[src/rtl/usb_rx_packet_parser_if.sv]
// Receive byte stream from the SIE and per-packet report toward the host/slave controller.
// The stats counters exist only when USB_RX_PKT_STATS_EN is defined.
interface usb_rx_packet_parser_if;
  logic [7:0]  RxCtrlIn;
  logic [7:0]  RxDataIn;
  logic        RxDataInWEn;
  logic [7:0]  dataOut;
  logic        dataOutWEn;
  logic        pktDone;
  logic [3:0]  pktPID;
  logic [6:0]  pktAddr;
  logic [3:0]  pktEndp;
  logic [10:0] pktFrameNum;
  logic [10:0] pktLength;
  logic [4:0]  pktStatus;
  logic        busy;
`ifdef USB_RX_PKT_STATS_EN
  logic [15:0] goodPktCount;
  logic [15:0] errPktCount;

  modport master (
    output RxCtrlIn, RxDataIn, RxDataInWEn,
    input  dataOut, dataOutWEn, pktDone, pktPID, pktAddr, pktEndp,
           pktFrameNum, pktLength, pktStatus, busy, goodPktCount, errPktCount
  );

  modport slave (
    input  RxCtrlIn, RxDataIn, RxDataInWEn,
    output dataOut, dataOutWEn, pktDone, pktPID, pktAddr, pktEndp,
           pktFrameNum, pktLength, pktStatus, busy, goodPktCount, errPktCount
  );
`else
  modport master (
    output RxCtrlIn, RxDataIn, RxDataInWEn,
    input  dataOut, dataOutWEn, pktDone, pktPID, pktAddr, pktEndp,
           pktFrameNum, pktLength, pktStatus, busy
  );

  modport slave (
    input  RxCtrlIn, RxDataIn, RxDataInWEn,
    output dataOut, dataOutWEn, pktDone, pktPID, pktAddr, pktEndp,
           pktFrameNum, pktLength, pktStatus, busy
  );
`endif
endinterface

[src/rtl/usb_rx_packet_parser.sv]
// USB receive packet parser: PID check, class/length checks, token field extraction, CRC16 strip.
// Optional good/error packet counters are enabled by defining USB_RX_PKT_STATS_EN.
module usb_rx_packet_parser #(
  parameter int MAX_PAYLOAD = 64
) (
  input logic                   clk,
  input logic                   rst,
  usb_rx_packet_parser_if.slave bus
);

  localparam logic [7:0]  CTRL_START  = 8'h00;
  localparam logic [7:0]  CTRL_STOP   = 8'h01;
  localparam logic [7:0]  CTRL_STREAM = 8'h02;
  localparam logic [10:0] MAX_LEN     = 11'(MAX_PAYLOAD);
  localparam logic [10:0] MAX_LEN_SAT = 11'(MAX_PAYLOAD + 1);
  localparam logic [10:0] CNT_MAX     = 11'h7FF;

  typedef enum logic [1:0] {IDLE, PID, BODY, DONE} stateType;

  stateType    stateReg, stateNext;
  logic        isStart, isStream, isStop;
  logic        clearPkt, pidCapture, bodyByte, stopCapture, pidStop, finish;

  logic [3:0]  pidReg;
  logic        pidErrReg, pidStopReg, crcErrReg, bitStuffErrReg, oversizeReg;
  logic [10:0] bodyCntReg, emitCntReg;
  logic [7:0]  byte1Reg, byte2Reg, delay0Reg, delay1Reg;

  logic [7:0]  dataOutReg;
  logic        dataOutWEnReg, pktDoneReg;
  logic [3:0]  pktPIDReg;
  logic [6:0]  pktAddrReg;
  logic [3:0]  pktEndpReg;
  logic [10:0] pktFrameNumReg, pktLengthReg;
  logic [4:0]  pktStatusReg;

  logic        isToken, isData, isHandshake, tokenValid, payloadByte, lenErr;
  logic [4:0]  statusNext;
  logic [10:0] lengthNext;

  assign isStart  = bus.RxDataInWEn && (bus.RxCtrlIn == CTRL_START);
  assign isStream = bus.RxDataInWEn && (bus.RxCtrlIn == CTRL_STREAM);
  assign isStop   = bus.RxDataInWEn && (bus.RxCtrlIn == CTRL_STOP);

  always_ff @(posedge clk or negedge rst) begin
    if (!rst) stateReg <= IDLE;
    else      stateReg <= stateNext;
  end

  // A START seen mid-packet (or in DONE) restarts collection without reporting.
  always_comb begin
    stateNext   = stateReg;
    clearPkt    = 1'b0;
    pidCapture  = 1'b0;
    bodyByte    = 1'b0;
    stopCapture = 1'b0;
    pidStop     = 1'b0;
    finish      = 1'b0;
    case (stateReg)
      IDLE: if (isStart) begin
        stateNext = PID;
        clearPkt  = 1'b1;
      end
      PID: begin
        if (isStart) clearPkt = 1'b1;
        else if (isStream) begin
          pidCapture = 1'b1;
          stateNext  = BODY;
        end else if (isStop) begin
          pidStop   = 1'b1;
          stateNext = DONE;
        end
      end
      BODY: begin
        if (isStart) begin
          clearPkt  = 1'b1;
          stateNext = PID;
        end else if (isStream) bodyByte = 1'b1;
        else if (isStop) begin
          stopCapture = 1'b1;
          stateNext   = DONE;
        end
      end
      DONE: begin
        finish = 1'b1;
        if (isStart) begin
          clearPkt  = 1'b1;
          stateNext = PID;
        end else stateNext = IDLE;
      end
      default: stateNext = IDLE;
    endcase
  end

  always_comb begin
    isToken     = 1'b0;
    isData      = 1'b0;
    isHandshake = 1'b0;
    case (pidReg)
      4'h1, 4'h4, 4'h5, 4'h9, 4'hD:       isToken     = 1'b1;
      4'h3, 4'h7, 4'hB, 4'hF:             isData      = 1'b1;
      4'h2, 4'h6, 4'h8, 4'hA, 4'hC, 4'hE: isHandshake = 1'b1;
      default: ;
    endcase
  end

  assign tokenValid  = isToken && !pidErrReg;
  assign payloadByte = isData && !pidErrReg && (bodyCntReg >= 11'd2);

  always_comb begin
    lenErr = pidStopReg;
    if (!pidErrReg && !pidStopReg) begin
      if (isToken && (bodyCntReg != 11'd2))    lenErr = 1'b1;
      if (isData && (bodyCntReg < 11'd2))      lenErr = 1'b1;
      if (isHandshake && (bodyCntReg != 11'd0)) lenErr = 1'b1;
    end
    statusNext = {oversizeReg, lenErr, bitStuffErrReg, crcErrReg, pidErrReg};
    lengthNext = '0;
    if (isData && !pidErrReg && !pidStopReg) begin
      if (oversizeReg)                  lengthNext = MAX_LEN_SAT;
      else if (bodyCntReg >= 11'd2)     lengthNext = bodyCntReg - 11'd2;
    end
  end

  always_ff @(posedge clk or negedge rst) begin
    if (!rst) begin
      pidReg         <= '0;
      pidErrReg      <= 1'b0;
      pidStopReg     <= 1'b0;
      crcErrReg      <= 1'b0;
      bitStuffErrReg <= 1'b0;
      oversizeReg    <= 1'b0;
      bodyCntReg     <= '0;
      emitCntReg     <= '0;
      byte1Reg       <= '0;
      byte2Reg       <= '0;
      delay0Reg      <= '0;
      delay1Reg      <= '0;
      dataOutReg     <= '0;
      dataOutWEnReg  <= 1'b0;
      pktDoneReg     <= 1'b0;
      pktPIDReg      <= '0;
      pktAddrReg     <= '0;
      pktEndpReg     <= '0;
      pktFrameNumReg <= '0;
      pktLengthReg   <= '0;
      pktStatusReg   <= '0;
    end else begin
      dataOutWEnReg <= 1'b0;
      pktDoneReg    <= 1'b0;
      if (finish) begin
        pktDoneReg     <= 1'b1;
        pktPIDReg      <= pidReg;
        pktAddrReg     <= tokenValid ? byte1Reg[6:0] : 7'd0;
        pktEndpReg     <= tokenValid ? {byte2Reg[2:0], byte1Reg[7]} : 4'd0;
        pktFrameNumReg <= tokenValid ? {byte2Reg[2:0], byte1Reg} : 11'd0;
        pktLengthReg   <= lengthNext;
        pktStatusReg   <= statusNext;
      end
      if (clearPkt) begin
        pidReg         <= '0;
        pidErrReg      <= 1'b0;
        pidStopReg     <= 1'b0;
        crcErrReg      <= 1'b0;
        bitStuffErrReg <= 1'b0;
        oversizeReg    <= 1'b0;
        bodyCntReg     <= '0;
        emitCntReg     <= '0;
        byte1Reg       <= '0;
        byte2Reg       <= '0;
        delay0Reg      <= '0;
        delay1Reg      <= '0;
      end else begin
        if (pidCapture) begin
          pidReg    <= bus.RxDataIn[3:0];
          pidErrReg <= (bus.RxDataIn[7:4] != ~bus.RxDataIn[3:0]);
        end
        if (pidStop) pidStopReg <= 1'b1;
        if (stopCapture) begin
          crcErrReg      <= bus.RxDataIn[0];
          bitStuffErrReg <= bus.RxDataIn[1];
        end
        if (bodyByte) begin
          if (bodyCntReg != CNT_MAX) bodyCntReg <= bodyCntReg + 11'd1;
          if (bodyCntReg == 11'd0) byte1Reg <= bus.RxDataIn;
          if (bodyCntReg == 11'd1) byte2Reg <= bus.RxDataIn;
          delay0Reg <= bus.RxDataIn;
          delay1Reg <= delay0Reg;
          // The oldest held byte is known not to be CRC once a newer pair has arrived.
          if (payloadByte) begin
            if (emitCntReg < MAX_LEN) begin
              dataOutReg    <= delay1Reg;
              dataOutWEnReg <= 1'b1;
              emitCntReg    <= emitCntReg + 11'd1;
            end else oversizeReg <= 1'b1;
          end
        end
      end
    end
  end

  assign bus.dataOut     = dataOutReg;
  assign bus.dataOutWEn  = dataOutWEnReg;
  assign bus.pktDone     = pktDoneReg;
  assign bus.pktPID      = pktPIDReg;
  assign bus.pktAddr     = pktAddrReg;
  assign bus.pktEndp     = pktEndpReg;
  assign bus.pktFrameNum = pktFrameNumReg;
  assign bus.pktLength   = pktLengthReg;
  assign bus.pktStatus   = pktStatusReg;
  assign bus.busy        = (stateReg != IDLE);

`ifdef USB_RX_PKT_STATS_EN
  logic [15:0] goodCntReg, errCntReg;
  logic        abortEv;

  assign abortEv = isStart && ((stateReg == PID) || (stateReg == BODY));

  always_ff @(posedge clk or negedge rst) begin
    if (!rst) begin
      goodCntReg <= '0;
      errCntReg  <= '0;
    end else if (finish && (statusNext == 5'd0)) begin
      if (goodCntReg != 16'hFFFF) goodCntReg <= goodCntReg + 16'd1;
    end else if ((finish || abortEv) && (errCntReg != 16'hFFFF)) begin
      errCntReg <= errCntReg + 16'd1;
    end
  end

  assign bus.goodPktCount = goodCntReg;
  assign bus.errPktCount  = errCntReg;
`endif

endmodule

[src/flat_wrapper.sv]
// flat-port wrapper written by rule: the top's interface ports become plain ports
module usb_rx_packet_parser_flat 
#(
  parameter int MAX_PAYLOAD = 64
)
  (clk, rst, bus_RxCtrlIn, bus_RxDataIn, bus_RxDataInWEn, bus_dataOut, bus_dataOutWEn, bus_pktDone, bus_pktPID, bus_pktAddr, bus_pktEndp, bus_pktFrameNum, bus_pktLength, bus_pktStatus, bus_busy);
  usb_rx_packet_parser_if bus_i ();
  input logic clk;
  input logic rst;
  input wire logic [$bits(bus_i.RxCtrlIn)-1:0] bus_RxCtrlIn;
  input wire logic [$bits(bus_i.RxDataIn)-1:0] bus_RxDataIn;
  input wire logic [$bits(bus_i.RxDataInWEn)-1:0] bus_RxDataInWEn;
  output wire logic [$bits(bus_i.dataOut)-1:0] bus_dataOut;
  output wire logic [$bits(bus_i.dataOutWEn)-1:0] bus_dataOutWEn;
  output wire logic [$bits(bus_i.pktDone)-1:0] bus_pktDone;
  output wire logic [$bits(bus_i.pktPID)-1:0] bus_pktPID;
  output wire logic [$bits(bus_i.pktAddr)-1:0] bus_pktAddr;
  output wire logic [$bits(bus_i.pktEndp)-1:0] bus_pktEndp;
  output wire logic [$bits(bus_i.pktFrameNum)-1:0] bus_pktFrameNum;
  output wire logic [$bits(bus_i.pktLength)-1:0] bus_pktLength;
  output wire logic [$bits(bus_i.pktStatus)-1:0] bus_pktStatus;
  output wire logic [$bits(bus_i.busy)-1:0] bus_busy;
  assign bus_i.RxCtrlIn = bus_RxCtrlIn;
  assign bus_i.RxDataIn = bus_RxDataIn;
  assign bus_i.RxDataInWEn = bus_RxDataInWEn;
  assign bus_dataOut = bus_i.dataOut;
  assign bus_dataOutWEn = bus_i.dataOutWEn;
  assign bus_pktDone = bus_i.pktDone;
  assign bus_pktPID = bus_i.pktPID;
  assign bus_pktAddr = bus_i.pktAddr;
  assign bus_pktEndp = bus_i.pktEndp;
  assign bus_pktFrameNum = bus_i.pktFrameNum;
  assign bus_pktLength = bus_i.pktLength;
  assign bus_pktStatus = bus_i.pktStatus;
  assign bus_busy = bus_i.busy;
  usb_rx_packet_parser #(.MAX_PAYLOAD(MAX_PAYLOAD)) u_core (.clk(clk), .rst(rst), .bus(bus_i));
endmodule
[config.mk]
export PLATFORM = sky130hd
export DESIGN_NAME = usb_rx_packet_parser_flat
export DESIGN_NICKNAME = d
export VERILOG_FILES = /design/src/rtl/usb_rx_packet_parser_if.sv /design/src/rtl/usb_rx_packet_parser.sv /design/src/flat_wrapper.sv
export SDC_FILE = /design/constraint.sdc
export NUM_CORES = 1
export LEC_CHECK = 0
export BUFFER_PORTS_ARGS = -buffer_cell sky130_fd_sc_hd__buf_2
export CORE_MARGIN = 1.5
export CORE_UTILIZATION = 35
export CTS_CLUSTER_SIZE = 24
export DETAILED_ROUTE_END_ITERATION = 8
export PLACE_DENSITY = 0.57
export SKIP_LAST_GASP = 1
export SLEW_MARGIN = 20
export SYNTH_ARGS = -nofsm -noshare
export SYNTH_HDL_FRONTEND = slang
export SYNTH_SLANG_ARGS = --single-unit
[constraint.sdc]
create_clock -name clk -period 6.4 [get_ports clk]
set_input_delay 0.64 -clock clk [delete_from_list [all_inputs] [get_ports clk]]
set_output_delay 0.64 -clock clk [all_outputs]
set_load 0.005 [all_outputs]
# ---- Word level (Yosys, flattened, before mapping)
# Cells that the tools add are included.
dict set report word_totals {
  out_inout_bits 53
  in_bits 19
  elab_cells 165
  reg_bits 112
}
dict set report op_classes {
  muxes 69
  n_eq_ne 28
  magnitude_cmp 3
  bitwise 2
  reduce_logical 38
  addsub 3
}
# cell count
set ops {}
lappend ops {{11-bit two-way mux} 11}
lappend ops {{8-bit two-way mux} 7}
lappend ops {{1-bit two-way mux} 37}
lappend ops {{4-bit equality test (second input constant)} 8}
lappend ops {{11-bit by 1-bit adder with 11-bit output (second input constant)} 2}
lappend ops {{2-bit nonzero test} 10}
lappend ops {{4-bit by 3-bit equality test with 1-bit output (second input constant)} 4}
lappend ops {{2-bit two-way mux} 6}
lappend ops {{4-bit two-way mux} 3}
lappend ops {{11-bit by 1-bit equality test with 1-bit output (second input constant)} 1}
lappend ops {{11-bit by 2-bit greater-or-equal comparator with 1-bit output (second input constant)} 1}
lappend ops {{1-bit logical AND} 11}
lappend ops {{11-bit logical NOT} 1}
lappend ops {{11-bit by 2-bit less-than comparator with 1-bit output (second input constant)} 1}
lappend ops {{11-bit by 7-bit less-than comparator with 1-bit output (second input constant)} 1}
lappend ops {{11-bit != test (second input constant)} 1}
lappend ops {{11-bit by 2-bit != test with 1-bit output (second input constant)} 1}
lappend ops {{11-bit nonzero test} 1}
lappend ops {{11-bit by 2-bit subtractor with 11-bit output (second input constant)} 1}
lappend ops {{3-bit two-way mux} 3}
lappend ops {{3-bit AND reduction} 3}
lappend ops {{4-bit by 2-bit equality test with 1-bit output (second input constant)} 2}
lappend ops {{8-bit by 1-bit equality test with 1-bit output (second input constant)} 1}
lappend ops {{8-bit by 2-bit equality test with 1-bit output (second input constant)} 1}
lappend ops {{other kinds (19)} 25}

# ---- Logic depth before layout (Yosys ltp)
# Gate-level depths: netlist of the first run.
dict set report depth {
  depth_word 8
  depth_mapped 9
  depth_no_buf 6
}

# ---- Worst setup path after synthesis of the first run
# Ideal clock, no wire load.
dict set report synth_timing {
  path_kind {register -> register}
  start {register u_core.bodyCntReg[2]}
  end {register u_core.dataOutReg[0], in the netlist u_core.bus.dataOut[0]}
  setup_slack_ns 3.768
  synth_period_minus_slack_ns 2.632
  arrival_time_ns 2.507
  path_stages_with_launch 10
  required_time_ns 6.275
  setup_time_ns 0.125
  path_buffers 3
  path_cell_list {dfrtp_1 -> clkbuf_1 -> inv_1 -> ha_1 -> or4b_4 -> or4_1 -> buf_2 -> nand3_2 -> buf_6 -> mux2_2}
}
dict set report synth_via {
  elab_chain_cells 3
}
# element line
set synth_lines {}
lappend synth_lines {{from (decl)} usb_rx_packet_parser.sv:26} ;# logic [10:0] bodyCntReg, emitCntReg;
lappend synth_lines {{from (signal assigned)} usb_rx_packet_parser.sv:184} ;# if (bodyCntReg != CNT_MAX) bodyCntReg <= bodyCntReg + 11'd1;
lappend synth_lines {{11-bit by 2-bit greater-or-equal comparator with 1-bit output} usb_rx_packet_parser.sv:108} ;# assign payloadByte = isData && !pidErrReg && (bodyCntReg >= 11'd2);
lappend synth_lines {{1-bit logical AND} usb_rx_packet_parser.sv:108}
lappend synth_lines {{4-bit AND reduction (no source line)} n/a}
lappend synth_lines {{to (signal assigned)} usb_rx_packet_parser.sv:192} ;# dataOutReg <= delay1Reg;
lappend synth_lines {{to (decl)} usb_rx_packet_parser.sv:29} ;# logic [7:0] dataOutReg;
# Every way passes these cells.
# A chain may end at the register's enable or synchronous reset.

# ---- Final worst setup path of the first run
dict set report layout_timing {
  start {register u_core.bodyCntReg[2]}
  end {register u_core.dataOutReg[5], in the netlist u_core.bus.dataOut[5]}
}
# Same word-level chain as after synthesis.

==> results.cfg, run 1 <==
[logic_synthesis]
yosysWarningCount = 0
synth_area_sq_um = 4760
ys_ff_latch = 101
synth_top_cell_by_area = dfrtp_1
synth_top_area_frac = 0.531
synth_seq_area_share = 0.531
async_reset_ff_frac = 1.00
netlist_instances = 440
yosysUniqueCellTypes = 54
synth_edf_count = 0
ys.flop_type = dfrtp_1
syn_area_per_cell_sq_um = 10.8
syn_nets = 466
synth_area_leaders = dfrtp_1 53%, a22o_1 5.0%, nand2_1 3.9%, mux2_2 3.8%, mux2i_1 3.2%

[setup_path]
worst-setup-path-type = reg -> reg
critPathRequiredTime_ns = 6.63
critPathArrivalTime_ns = 3.13
worstSetupStartpointType = register
cp-end-kind = register
cp_max_fo = 11
r2r-end = u_core.bus.dataOut[5]$_DFFE_PN0P_
r2r-start = u_core.bodyCntReg[2]$_DFFE_PN0P_
r2r_slack_ns = 3.50
r2r_cells = 6

[sta]
tightest_slew_ns = 1.03
clock_skew_ns = 0.00962
final_max_slew_viol_count = 0
whs_ns = 0.248
hold_viol = 0
tns_ns = 0
relSlewSlack = 0.310
setup_viol = 0
fmax_mhz = 345
fin_crit_sh = 0.453
rsz0062_at_grt = no
finalCriticalPeriod_ns = 2.90

[power]
peakVddDrop_v = 0.000134
pwr_density_cell_nw_per_um2 = 234
p_leak_nw = 2.74

[floorplanning]
die_w_um = 120
core_area_sq_um = 13200
dieHeight_um = 120
start_util = 0.359
dieArea_sq_um = 14300
rows = 42
ios = 72

[grt]
first_global_vias = 3377
grt_max_degree = 66
grt_pass1_wl_mm = 17.9
grt.overflow.total = 0
track_usage = 0.159
antenna_found_initial = 0

[final_layout]
utilization = 0.416
nets = 517
fillers = 1290
diodes = 0
post_route_cells_drive_above_1_share = 0.253
area_growth_pct = 15.7

[clocking]
clk_latency_ns = 0.34
cts-resized-gates = 0
cts_setup_buffers = 0
clk_path_buf_depth = 2
cts_max_level = 3
clkTransAtPathRegs_ns = 0.07
clock_sinks = 101
cts_tree = done
cts_root_buffer = clkbuf_16
cts_inserted_buffers = 9
holdBufCountCts = 0

[place]
hpwl_mm = 7.70
place_congestion = 0.847
numPortBuffers = 71

[routing]
drc = 0
wl_per_cell_um = 16.3
viasPerCell = 5.25
vias = 3520
first_pass_iters = 4
first_iter_violations = 284
drt_wl_total_mm = 11.0
ant_nets = 0

[flow_run]
drv_cap = 0

[min_path]
hp-class = in -> async

[status]
status = finished, final reports clean
==> layout by cell type (no fill, tap or decap), types with 11 or more instances in the layout <==
cell type and count:
a21oi_1 11, nand4_1 12, inv_1 13, mux2_2 16
nand2_1 50, nand3_1 15, mux2i_1 15, a22o_1 27
nor2_1 15, buf_2 70, o21ai_0 20, dfrtp_1 101
==> cells by family after synthesis <==
kind of cell / after synthesis / share of synthesized area
and+or+nand+nor: 160 / 0.187
DFF: 101 / 0.531
adders and majority gates: 7 / 0.0184
muxes: 31 / 0.0694
xor gates and xnor gates: 12 / 0.0221
AOI/OAI and AO/OA: 82 / 0.123
buffers and inverters: 47 / 0.0494
==> worst max-delay path, stage by stage, from the launching register on <==
cell and delay (ns):
dfrtp_1 0.51, inv_1 0.16, ha_1 0.22, or4b_4 0.52, or4_1 0.69, nand3_2 0.31
mux2_2 0.38
==> per-stage QoR <==
| step | power (mW) | cells | worst slack, ns | cell area, sq um |
|---|---|---|---|---|
| 2_1_floorplan | 0.677 | 440 | 3.77 | 4760 |
| 3_3_place_gp | 0.708 | 656 | 3.48 | 5170 |
| 3_5_place_dp | 0.709 | 656 | 3.37 | 5170 |
| 4_1_cts | 1.30 | 671 | 3.50 | 5500 |
| 5_1_grt | 1.33 | 671 | 3.39 | 5510 |
| 6_report | 1.29 | 671 | 3.50 | 5510 |
==> worst max path at each step <==
stage / from / end / slack (ns) / cells past startpoint
after CTS: u_core.bodyCntReg[1]$_DFFE_PN0P_ / u_core.bus.dataOut[2]$_DFFE_PN0P_ / 3.50 / 6
after floorplan: u_core.bodyCntReg[2]$_DFFE_PN0P_ / u_core.bus.dataOut[0]$_DFFE_PN0P_ / 3.77 / 9
after global placement: bus_RxCtrlIn[4] / u_core.emitCntReg[10]$_DFFE_PN0P_ / 3.48 / 4
after global routing: u_core.bodyCntReg[2]$_DFFE_PN0P_ / u_core.bus.dataOut[4]$_DFFE_PN0P_ / 3.39 / 6
after detailed placement: bus_RxCtrlIn[1] / u_core.emitCntReg[10]$_DFFE_PN0P_ / 3.37 / 4
final: u_core.bodyCntReg[2]$_DFFE_PN0P_ / u_core.bus.dataOut[5]$_DFFE_PN0P_ / 3.50 / 6
==> sequential cells by signal, summed over array words and instances (netlist names) <==
register                flops
u_core.pidStopReg           1
u_core.pidErrReg            1
u_core.pidReg               4
u_core.delay0Reg            8
u_core.crcErrReg            1
u_core.delay1Reg            8
u_core.bitStuffErrReg       1
u_core.bodyCntReg          11
u_core.byte2Reg             3
u_core.bus.dataOutWEn       1
u_core.byte1Reg             8
u_core.bus.pktLength       11
u_core.bus.dataOut          8
u_core.bus.pktStatus        5
u_core.bus.pktFrameNum     11
u_core.bus.pktDone          1
u_core.stateReg             2
u_core.oversizeReg          1
u_core.bus.pktPID           4
u_core.emitCntReg          11
==> report_power, final <==
| group | switching, mW | internal (mW) |
|---|---|---|
| Clock | 0.246 | 0.345 |
| Combinational | 0.0345 | 0.0171 |
| Sequential | 0.00341 | 0.640 |
==> per-layer routing <==
metal	up-vias	wire length (um)	track usage
met5	-	0	0
met4	0	80	0.0432
met3	6	479	0.0309
met2	93	4950	0.230
met1	1740	5450	0.242
li1	1681	-	-
==> cells in the mapped netlist, types with 5 or more instances <==
master / instances
dfrtp_1: 101
nand2_1: 50
a22o_1: 27
o21ai_0: 20
clkbuf_1: 16
mux2_2: 16
nand3_1: 16
nor2_1: 16
mux2i_1: 15
inv_1: 13
buf_4: 12
nand4_1: 12
a21oi_1: 11
nor3_1: 9
nor4_1: 8
ha_1: 7
o31ai_1: 6
or4_1: 6
xnor2_1: 6
xor2_1: 6
and2_1: 5
and3_1: 5
buf_2: 5
==> area by class of cell <==
type,instances,area [sq um],area share
clock inverters,6,95.1,0.0173
well taps,176,220,0.0400
clock buffers,9,225,0.0409
flip-flops and latches,101,2530,0.459
multi-input cells,292,2010,0.365
repair buffers,74,380,0.0691
inverters,13,48.8,0.00886
(Power assumes the default switching activity.)
==> run 2: changes to the inputs <==
Clock period 6.4 ns to 2.82 ns, I/O delays scaled along.
==> run 2 against run 1 <==
Effect of this change: utilization increased by 0.67 points; sequential share of layout area is 0.73 points lower; fmax is 13% higher; via count increased by 1.3%; power increased by 120%; hold slack worse by 0.011 ns; critical path type unchanged; critical endpoint is now u_core.bus.dataOut[6]$_DFFE_PN0P_; largest cell class unchanged.
==> results.cfg, run 2 (same netlist as run 1, synthesis figures left out) <==
[status]
status = finished, final reports clean

[setup_path]
crit_family = simple AND/OR/NAND/NOR gates
crit_buf_inv = 1
crit_chain = inv_1, ha_1, or4b_4, or4_1, nand3_2, mux2_2
worstSetupStartpointType = register
critPathRequiredTime_ns = 3.05
worst-setup-path-type = reg -> reg
critPathArrivalTime_ns = 2.80
cp-end-kind = register
critPathMaxStageDelay_ns = 0.60
cp_max_fo = 11
cpMaxStageDelayCell = or4_1

[floorplanning]
ios = 72
dieArea_sq_um = 14300
die_w_um = 120
dieHeight_um = 120
start_util = 0.359
rows = 42
core_area_sq_um = 13200

[place]
numPortBuffers = 71
hpwl_mm = 7.99
place_congestion = 0.902
placed_area_sq_um = 5300

[clocking]
cts_max_level = 3
clk_latency_ns = 0.34
cts_tree = done
cts-resized-gates = 0
clock_sinks = 101
clk_path_buf_depth = 2
cts_root_buffer = clkbuf_16
clkTransAtPathRegs_ns = 0.07
cts_inserted_buffers = 9

[power]
pwr_density_cell_nw_per_um2 = 496
p_leak_nw = 2.82
peakVddDrop_v = 0.000317

[flow_run]
drv_cap = 0

[grt]
grt_pass1_wl_mm = 18.3
grt.overflow.total = 0
grt_max_degree = 49
track_usage = 0.162
antenna_found_initial = 0
first_global_vias = 3491

[sta]
finalCriticalPeriod_ns = 2.57
hold_viol = 0
clock_skew_ns = 0.00703
rsz0062_at_grt = no
fmax_mhz = 389
final_max_slew_viol_count = 0
setup_viol = 0
fin_crit_sh = 0.911
relSlewSlack = 0.261
tightest_slew_ns = 1.10
tns_ns = 0

[routing]
drt_wl_total_mm = 11.1
viasPerCell = 5.18
drc = 0
wl_per_cell_um = 16.1
vias = 3566
first_pass_iters = 4
ant_nets = 0
first_iter_violations = 263

[final_layout]
fin_area_sq_um = 5590
final_cell_mix = 101 x dfrtp_1, 70 x buf_2, 50 x nand2_1, 27 x a22o_1, 20 x o21ai_0
diodes = 0
post_route_cells_drive_above_1_share = 0.268
final_common_cell = dfrtp_1
nets = 533
area_growth_pct = 17.6
fillers = 1304

[min_path]
hp-class = in -> reg
## run 2: changes by cell type in the layout (fill, tap and decap cells not counted), moves of 2 or more
| cell | previous run | this run |
|---|---|---|
| buf_4 | 4 | 18 |
| bufinv_16 | 2 | 0 |
| clkinv_4 | 0 | 4 |
| clkinvlp_4 | 2 | 0 |
## run 2: timing repair
item / CTS / global route
hold endpoints to repair: 37 / 0
hold buffers: 1 / 0
buffers inserted: 0 / 0
## run 2: final cells by class
class	instances	area, sq um	share of cell area
Sequential cell	101	2530	0.452
Clock inverter	5	43.8	0.00783
Tap cell	176	220	0.0394
Timing Repair Buffer	90	515	0.0921
Clock buffer	11	243	0.0434
Multi-Input combinational cell	292	2000	0.357
Inverter	13	48.8	0.00872
## run 2: final timing paths
kind	start	to	slack [ns]	cells after the start
max	u_core.bodyCntReg[2]$_DFFE_PN0P_	u_core.bus.dataOut[6]$_DFFE_PN0P_	0.25	6
min	bus_RxDataIn[7]	u_core.delay0Reg[7]$_DFFE_PN0P_	0.24	2
max reg2reg	u_core.bodyCntReg[2]$_DFFE_PN0P_	u_core.bus.dataOut[6]$_DFFE_PN0P_	0.25	6
min reg2reg	u_core.bus.pktLength[10]$_DFFE_PN0P_	u_core.bus.pktLength[10]$_DFFE_PN0P_	0.47	2
max in group asynchronous	rst	u_core.byte1Reg[0]$_DFFE_PN0P_	1.63	3
min in group asynchronous	rst	u_core.bus.dataOutWEn$_DFF_PN0_	0.49	2
## run 2: worst reg2reg max path, delay by kind of cell (launching register included)
family	cells	cell delay (ns)
flops	1	0.37
simple gates	3	1.40
fa+ha+maj	1	0.21
mux	1	0.38
buf+inv	1	0.10
## run 2: metrics by stage
step | setup slack [ns] | instances | power (mW) | hold slack (ns) | util
2_1_floorplan | 0.188 | 440 | 1.54 | -0.0136 | -
3_3_place_gp | 0.304 | 671 | 1.62 | 0.344 | 0.400
3_5_place_dp | 0.232 | 671 | 1.62 | 0.355 | 0.400
4_1_cts | 0.229 | 688 | 2.81 | 0.232 | 0.422
5_1_grt | 0.157 | 688 | 2.88 | 0.231 | 0.422
6_report | 0.250 | 688 | 2.77 | 0.237 | 0.422
## run 2: power by group
| group | leakage, nW | internal [mW] | switching [mW] |
|---|---|---|---|
| Sequential | 1.39 | 1.45 | 0.00567 |
| Clock | 0.140 | 0.633 | 0.551 |
| Combinational | 1.28 | 0.0467 | 0.0821 |
## run 2: routing by layer
layer / vias to the layer above / part of all wire / track usage
met1: 1766 / 0.51 / 0.235
met4: 0 / 0.0073 / 0.0372
met2: 68 / 0.44 / 0.247
met5: - / 0 / 0
li1: 1725 / - / -
met3: 7 / 0.046 / 0.0356
